[src/rtl/eth_pkg.sv]
// eth_pkg: shared Ethernet receive constants and framer state type
package eth_pkg;
    localparam logic [7:0] PREAMBLE_BYTE = 8'h55;
    localparam logic [7:0] SFD_BYTE      = 8'hD5;
    typedef enum logic [1:0] {IDLE, PREAMBLE, PAYLOAD, DROP} rx_state_t;
endpackage

[src/rtl/rgmii_rx_framer.sv]
// rgmii_rx_framer: strips preamble/SFD from RGMII receive bytes and streams the payload as AXI-Stream
module rgmii_rx_framer
    import eth_pkg::*;
#(
    parameter int MAX_FRAME_BYTES = 1518
) (
    input  logic       clk,
    input  logic       reset,
    input  logic [3:0] rxd_rise,
    input  logic [3:0] rxd_fall,
    input  logic       rx_ctl_rise,
    input  logic       rx_ctl_fall,
    output logic [7:0] m_rx_axis_tdata,
    output logic       m_rx_axis_tvalid,
    output logic       m_rx_axis_tlast,
    output logic       m_rx_axis_tuser
);
    localparam logic [10:0] MAX_COUNT = 11'(MAX_FRAME_BYTES);

    logic [7:0]  byte_q;
    logic        dv_q;
    logic        er_q;
    rx_state_t   state;
    rx_state_t   state_n;
    logic [7:0]  hold;
    logic        hold_valid;
    logic [10:0] count;
    logic        err_flag;
    logic        full;
    logic        accept;
    logic [7:0]  d_n;
    logic        v_n;
    logic        l_n;
    logic        u_n;

    assign full   = count == MAX_COUNT;
    assign accept = state == PAYLOAD && dv_q && !full;

    // register the DDR samples into a byte plus decoded data-valid and error
    always_ff @(posedge clk) begin
        if (reset) begin
            byte_q <= '0;
            dv_q   <= 1'b0;
            er_q   <= 1'b0;
        end else begin
            byte_q <= {rxd_fall, rxd_rise};
            dv_q   <= rx_ctl_rise;
            er_q   <= rx_ctl_rise ^ rx_ctl_fall;
        end
    end

    // framer state register
    always_ff @(posedge clk) begin
        if (reset) state <= IDLE;
        else       state <= state_n;
    end

    // an errored or unexpected byte outside the payload drops the rest of the burst
    always_comb begin
        state_n = !dv_q              ? IDLE :
                  state == PAYLOAD   ? (full ? DROP : PAYLOAD) :
                  state == DROP || er_q ? DROP :
                  byte_q == SFD_BYTE      ? PAYLOAD :
                  byte_q == PREAMBLE_BYTE ? PREAMBLE : DROP;
    end

    // the held byte leaves when the next byte arrives, or as the last byte when dv drops or the frame overflows
    always_comb begin
        v_n = state == PAYLOAD && hold_valid;
        l_n = v_n && (!dv_q || full);
        u_n = v_n && (dv_q ? full : err_flag);
        d_n = v_n ? hold : m_rx_axis_tdata;
    end

    // hold register, byte counter, sticky error and registered stream outputs
    always_ff @(posedge clk) begin
        if (reset) begin
            hold             <= '0;
            hold_valid       <= 1'b0;
            count            <= '0;
            err_flag         <= 1'b0;
            m_rx_axis_tdata  <= '0;
            m_rx_axis_tvalid <= 1'b0;
            m_rx_axis_tlast  <= 1'b0;
            m_rx_axis_tuser  <= 1'b0;
        end else begin
            hold             <= accept ? byte_q : hold;
            hold_valid       <= accept;
            count            <= accept ? count + 11'd1 : '0;
            err_flag         <= accept && (err_flag || er_q);
            m_rx_axis_tdata  <= d_n;
            m_rx_axis_tvalid <= v_n;
            m_rx_axis_tlast  <= l_n;
            m_rx_axis_tuser  <= u_n;
        end
    end
endmodule

[config.mk]
export PLATFORM = sky130hd
export DESIGN_NAME = rgmii_rx_framer
export DESIGN_NICKNAME = d
export VERILOG_FILES = /design/src/rtl/eth_pkg.sv /design/src/rtl/rgmii_rx_framer.sv
export SDC_FILE = /design/constraint.sdc
export NUM_CORES = 1
export LEC_CHECK = 0
export CAP_MARGIN = 0
export CORE_MARGIN = 2
export CORE_UTILIZATION = 35
export CTS_BUF_LIST = sky130_fd_sc_hd__clkbuf_16
export CTS_CLUSTER_DIAMETER = 50
export DETAILED_ROUTE_END_ITERATION = 12
export PLACE_DENSITY = 0.52
export SLEW_MARGIN = 20
export SYNTH_ARGS = -nofsm -noshare
export SYNTH_HDL_FRONTEND = slang
export SYNTH_SLANG_ARGS = --single-unit
[constraint.sdc]
create_clock -name clk -period 1.7 [get_ports clk]
set_input_delay 0.34 -clock clk [delete_from_list [all_inputs] [get_ports clk]]
set_output_delay 0.34 -clock clk [all_outputs]
set_load 0.01 [all_outputs]
==> results of run 1 <==
==> worst paths after layout <==
path,to,slack (ns)
min reg2reg,m_rx_axis_tdata[5],0.46
max,hold[3],0.1
min,m_rx_axis_tdata[5],0.46
max reg2reg,hold[3],0.1
==> through the flow <==
stage               total power (uW)  instance area [um2]  instances  TNS, ns  utilization (%)
floorplan                       1120                 1700        176        0                -
global placement                1160                 2030        255   -0.291             43.2
detailed placement              1160                 2030        255    -1.02             43.2
CTS                             2040                 2180        263        0             46.4
global route                    2090                 2190        263        0             46.6
finish                          2010                 2190        263        0             46.6
==> cells by family after synthesis <==
group / synth area share (%)
DFF: 51.9
buffers and inverters: 3.02
AOI/OAI and AO/OA: 9.88
xor gates and xnor gates: 2.06
and+or+nand+nor: 27.0
adders and majority gates: 1.47
muxes: 4.72
==> flip-flops by register name, indices dropped and copies added (netlist names), 2 cells and up <==
signal / flops
state: 2
hold: 8
m_rx_axis_tdata: 8
byte_q: 8
count: 11
==> final cells by class <==
type	count	area share [%]
flip-flops and latches	44	40.3
multi-input cells	121	36.0
repair buffers	33	13.9
clock buffers	5	5.72
well taps	54	3.09
clock inverters	3	0.515
inverters	3	0.515
==> power groups by stage <==
stage	combinational (uW)	sequential (uW)	clock [uW]
final	77.5	1060	871
after global routing	85.6	1060	940
after CTS	77.8	1060	907
after detailed placement	76.8	1080	0
after global placement	76.3	1080	0
after floorplan	44.1	1080	0
==> layout by cell type, fill, tap and decap left out, drive strengths merged, types with 2 or more instances in the layout <==
| cell | instances |
|---|---|
| or3 | 2 |
| mux2i | 8 |
| xor2 | 2 |
| nand4 | 3 |
| nand2b | 16 |
| o31ai | 5 |
| and3 | 2 |
| inv | 5 |
| nand3 | 14 |
| o21ai | 2 |
| a21oi | 14 |
| nor2 | 9 |
| clkdlybuf4s50 | 22 |
| dfxtp | 44 |
| clkbuf | 5 |
| or4 | 4 |
| xnor2 | 2 |
| ha | 2 |
| nor2b | 13 |
| buf | 11 |
| nand2 | 11 |
==> worst min-delay path: stages (launching register included) <==
cell	delay, ns
dfxtp_1	0.30
nand2_1	0.05
a21oi_1	0.05
==> repair_timing <==
action                                  4_1_cts  5_1_grt
pin swaps                                     0        1
resized for setup                             2        1
hold buffers                                  0        0
endpoints found under the setup margin       13       13
==> layer usage <==
| metal | global-route usage, % | vias to the layer above | part of all wire [%] | wire length (um) |
|---|---|---|---|---|
| met5 | 0 | - | 0 | 0 |
| met4 | 7.88 | 0 | 2.1 | 64 |
| met3 | 2.88 | 5 | 3.3 | 102 |
| met2 | 19.1 | 19 | 43 | 1350 |
| met1 | 16.5 | 570 | 51 | 1580 |
| li1 | - | 671 | - | - |
==> flow_metrics.tcl, run 1 <==
set metrics [dict create \
    fp.dieW_um 73.7 \
    p_switching_uw 383 \
    path_delay_family "compound AO/OA/AOI/OAI gates" \
    synthToLayoutAreaGrowth_pct 28.7 \
    cts_buffers 5 \
    track_usage_pct 12.7 \
    irDropWorstVdd_v 0.000584 \
    critical_path_depth 5 \
    die-height_um 73.7 \
    dp_hpwl_um 2250 \
    maxSlewHeadroom_pct 60.2 \
    cp-start-kind "flop" \
    hold_violations 0 \
    power_frac_comb_pct 3.9 \
    nNetsFinal 222 \
    r2r.worst_path.cells 5 \
    rsz0062_at_grt "false" \
    netlist.area_leader.share_pct 51.9 \
    status "finished, final reports clean" \
    syn_nets 190 \
    clockPowerShare_pct 43.4 \
    path_max_fanout 8 \
    ant_nets 0 \
    rows 25 \
    drc_errors 0 \
    antenna_found_initial 0 \
    slowest_delay_ns 0.42 \
    drv_slew 0 \
    syn-mean-instance-area_um2 9.65 \
    gp_congestion 0.673 \
    yosys-top-cells-area "dfxtp_1 (52%), nand2b_1 (5.9%), nor2b_1 (4.8%), mux2i_1 (4.7%), a21oi_1 (4.1%)" \
    grt_pass1_vias 1207 \
    initial_core_util_pct 36.2 \
    multi_input_area_um2 787 \
    cap_violations 0 \
    period_needed_ns 1.60 \
    ctsRootBufferMaster "clkbuf_16" \
    yosysSeqAreaShare_pct 51.9 \
    async_flop_share_pct 0 \
    netlist_top_cells_count "dfxtp_1 (44), nand2b_1 (16), a21oi_1 (14), nand3_1 (14), nor2b_1 (13)" \
    synth_seq_cells 44 \
    die_area_um2 5420 \
    max_freq_ghz 0.625 \
    crit_slowest_cell "o311a_4" \
    synth_most_common_cell "dfxtp_1" \
    synth_area_leader_cell "dfxtp_1" \
    criticalPathCategory "reg -> reg" \
    wl_per_cell_um 11.8 \
    hold_depth 2 \
    grt_max_degree 35 \
    p_int_uw 1620 \
    cp-end-kind "flop" \
    avgViaCountPerCell 4.81 \
    place_ws_ns -0.102 \
    syn_inst 176 \
    layout-drive-gt1-share_pct 9.09 \
    ff_latch_area_um2 881 \
    io_buffers 22 \
    path_buf_inv 1 \
    synth_cell_types 33 \
    diodes 0 \
    clkSinkCount 44 \
    vias 1265 \
    ys.flop_type "dfxtp_1" \
    drtIter0Drc 99 \
    ys_warn_count 0 \
    powerDensity_nw_per_um2 918 \
    post_cts_buffers 0 \
    fillers 447 \
    path_cells "ha_1 -> nand4_1 -> buf_4 -> o311a_4 -> mux2i_1" \
    synth_edf_count 0 \
    clkLatencyLatePin_ns 0.27 \
    hold_class "reg -> reg" \
    drt_wl_total_um 3100 \
    period_share_pct 94.1 \
    tightestPinTransition_ns 0.596 \
    grt_pass1_wl_um 5250 \
    fin_skew_ns 0.00147 \
    grt-ovfl-total 0 \
    hp-start "m_rx_axis_tdata[5]" \
    leakage_uw 0.000765 \
    arrival_ns 1.76 \
    seqPwrFrac_pct 52.8 \
    p_sw_share_pct 19.1 \
    io_pins 23 \
    worst_hold_slack_ns 0.455 \
    r2r_start "count[1]" \
    firstDrtPassIters 4 \
    setup_ws_ns 0.0995 \
    required_ns 1.86 \
    clock_path_buffers 2 \
    crit_start "count[1]" \
    cts_tree "built" \
    syn-cell-area_um2 1700 \
    cts.reportedPaths.clkPinSlew_ns 0.06 \
    finalSetupViolations 0 \
    htree_levels 2 \
    core-area_um2 4690 \
]
Power figures use the tool's default switching activity.
==> run 2, diff against run 1 <==
MAX_ROUTING_LAYER = met4   (was unset)
PLACE_DENSITY = 0.6   (was 0.52)
==> run 2 against run 1 <==
  * Clock skew is 0.0021 ns higher
  * Register-to-register slack better by 0.06 ns
  * Via count is 1.3% lower
  * Clock power is 23% higher
  * Cell area is 0.86% lower
  * Maximum frequency is 4.2% higher
  * Cell count is 1.5% lower
  * Sequential share of layout area is 0.35 points higher
  * Flip-flop and latch count stayed put
==> flow_metrics.tcl, run 2 (synthesized netlist as in run 1, its figures left out) <==
set metrics [dict create \
    max_freq_ghz 0.651 \
    core-area_um2 4690 \
    post_cts_buffers 0 \
    clkSinkCount 44 \
    worst_hold_slack_ns 0.452 \
    fin_skew_ns 0.00358 \
    cts_buffers 5 \
    path_cells "inv_1 -> ha_1 -> nand4_1 -> o311a_2 -> mux2i_1" \
    crit_slowest_cell "o311a_2" \
    fin_util_pct 46.2 \
    crit_start "count[0]" \
    r2r_slack_ns 0.16 \
    grt_max_degree 35 \
    track_usage_pct 13.1 \
    hold_class "reg -> reg" \
    leakage_uw 0.000733 \
    cts_hold_buffers 0 \
    rsz0062_at_grt "false" \
    irDropWorstVdd_v 0.000446 \
    htree_levels 2 \
    drt_wl_total_um 2950 \
    io_buffers 22 \
    cp-end-kind "flop" \
    dp_hpwl_um 2080 \
    diodes 0 \
    cts_tree "built" \
    ctsRootBufferMaster "clkbuf_16" \
    required_ns 1.86 \
    finalPower_uw 2200 \
    timing.rr.end "hold[5]" \
    ant_nets 0 \
    largest_register_ffs 11 \
    regMostFlops "count" \
    finalSetupViolations 0 \
    tns_ns 0 \
    initial_core_util_pct 36.2 \
    cp-start-kind "flop" \
    path_max_fanout 8 \
    drc_errors 0 \
    drtIter0Drc 34 \
    die_area_um2 5420 \
    avgViaCountPerCell 4.82 \
    clock_path_buffers 2 \
    tightestPinTransition_ns 0.365 \
    criticalPathCategory "reg -> reg" \
    placed_cells 251 \
    grt_pass1_vias 1216 \
    rows 25 \
    r2r_start "count[0]" \
    crit_end "hold[5]" \
    clkLatencyLatePin_ns 0.28 \
    r2r.worst_path.cells 5 \
    gp_congestion 0.741 \
    die-height_um 73.7 \
    io_pins 23 \
    vias 1248 \
    maxSlewHeadroom_pct 75.3 \
    slowest_delay_ns 0.55 \
    layout-drive-gt1-share_pct 8.78 \
    period_share_pct 90.4 \
    grt_pass1_wl_um 5420 \
    wl_per_cell_um 11.4 \
    nNetsFinal 218 \
    firstDrtPassIters 4 \
    drv_slew 0 \
    grt-ovfl-total 0 \
    cts.reportedPaths.clkPinSlew_ns 0.06 \
    status "finished, final reports clean" \
    fp.dieW_um 73.7 \
    antenna_found_initial 0 \
    layout_commonest_cell "dfxtp_1" \
    final_cell_mix "dfxtp_1 (44), clkdlybuf4s50_1 (22), nand2b_1 (16), nand3_1 (14), a21oi_1 (14)" \
    powerDensity_nw_per_um2 1020 \
    layout.cells.non_filler 259 \
    hold_violations 0 \
    cts-resized-gates 0 \
    synthToLayoutAreaGrowth_pct 27.6 \
    arrival_ns 1.70 \
    cap_violations 0 \
    period_needed_ns 1.54 \
]
run 2: cell type report:
cell class | count | area, um2
Clock buffer | 5 | 125
Clock inverter | 3 | 42.5
Fill cell | 490 | 2520
Inverter | 3 | 11.3
Multi-Input combinational cell | 121 | 767
Sequential cell | 44 | 881
Tap cell | 54 | 67.6
Timing Repair Buffer | 29 | 273
run 2: per-layer routing:
metal / global-route usage, % / vias to the layer above / wire length, um
met2: 19.6 / 25 / 1320
li1: - / 663 / -
met1: 16.7 / 554 / 1470
met5: - / - / 0
met3: 3.70 / 6 / 114
met4: 5.25 / 0 / 54
run 2: critical path, delay by kind of cell, from the launching register on:
kind,cells,cell delay [ns]
AO/OA/AOI/OAI,1,0.55
flip-flops,1,0.33
AND/OR/NAND/NOR,1,0.17
adder cells (fa/ha/maj),1,0.15
multiplexers,1,0.15
buffers and inverters,1,0.06
run 2: where the power goes:
| group | switching [uW] | internal [uW] | total, uW |
|---|---|---|---|
| combinational | 28.6 | 47.9 | 76.4 |
| sequential | 10.5 | 1050 | 1060 |
| clock | 380 | 689 | 1070 |
| total | 419 | 1790 | 2200 |
run 2: metrics by stage:
step / cell area [um2] / worst slack, ns
2_1_floorplan: 1700 / 0.269
3_3_place_gp: 2000 / 0.119
3_5_place_dp: 2000 / 0.0843
4_1_cts: 2170 / 0.0752
5_1_grt: 2170 / 0.0382
6_report: 2170 / 0.164
run 2: worst min path at each step:
stage                  startpoint            endpoint  slack [ns]  depth (start not counted)
2_1_floorplan            err_flag            err_flag        0.43                          2
3_3_place_gp   m_rx_axis_tdata[1]  m_rx_axis_tdata[1]        0.44                          2
3_5_place_dp   m_rx_axis_tdata[4]  m_rx_axis_tdata[4]        0.45                          2
4_1_cts        m_rx_axis_tdata[4]  m_rx_axis_tdata[4]        0.46                          2
5_1_grt        m_rx_axis_tdata[7]  m_rx_axis_tdata[7]        0.48                          2
6_report       m_rx_axis_tdata[7]  m_rx_axis_tdata[7]        0.45                          2
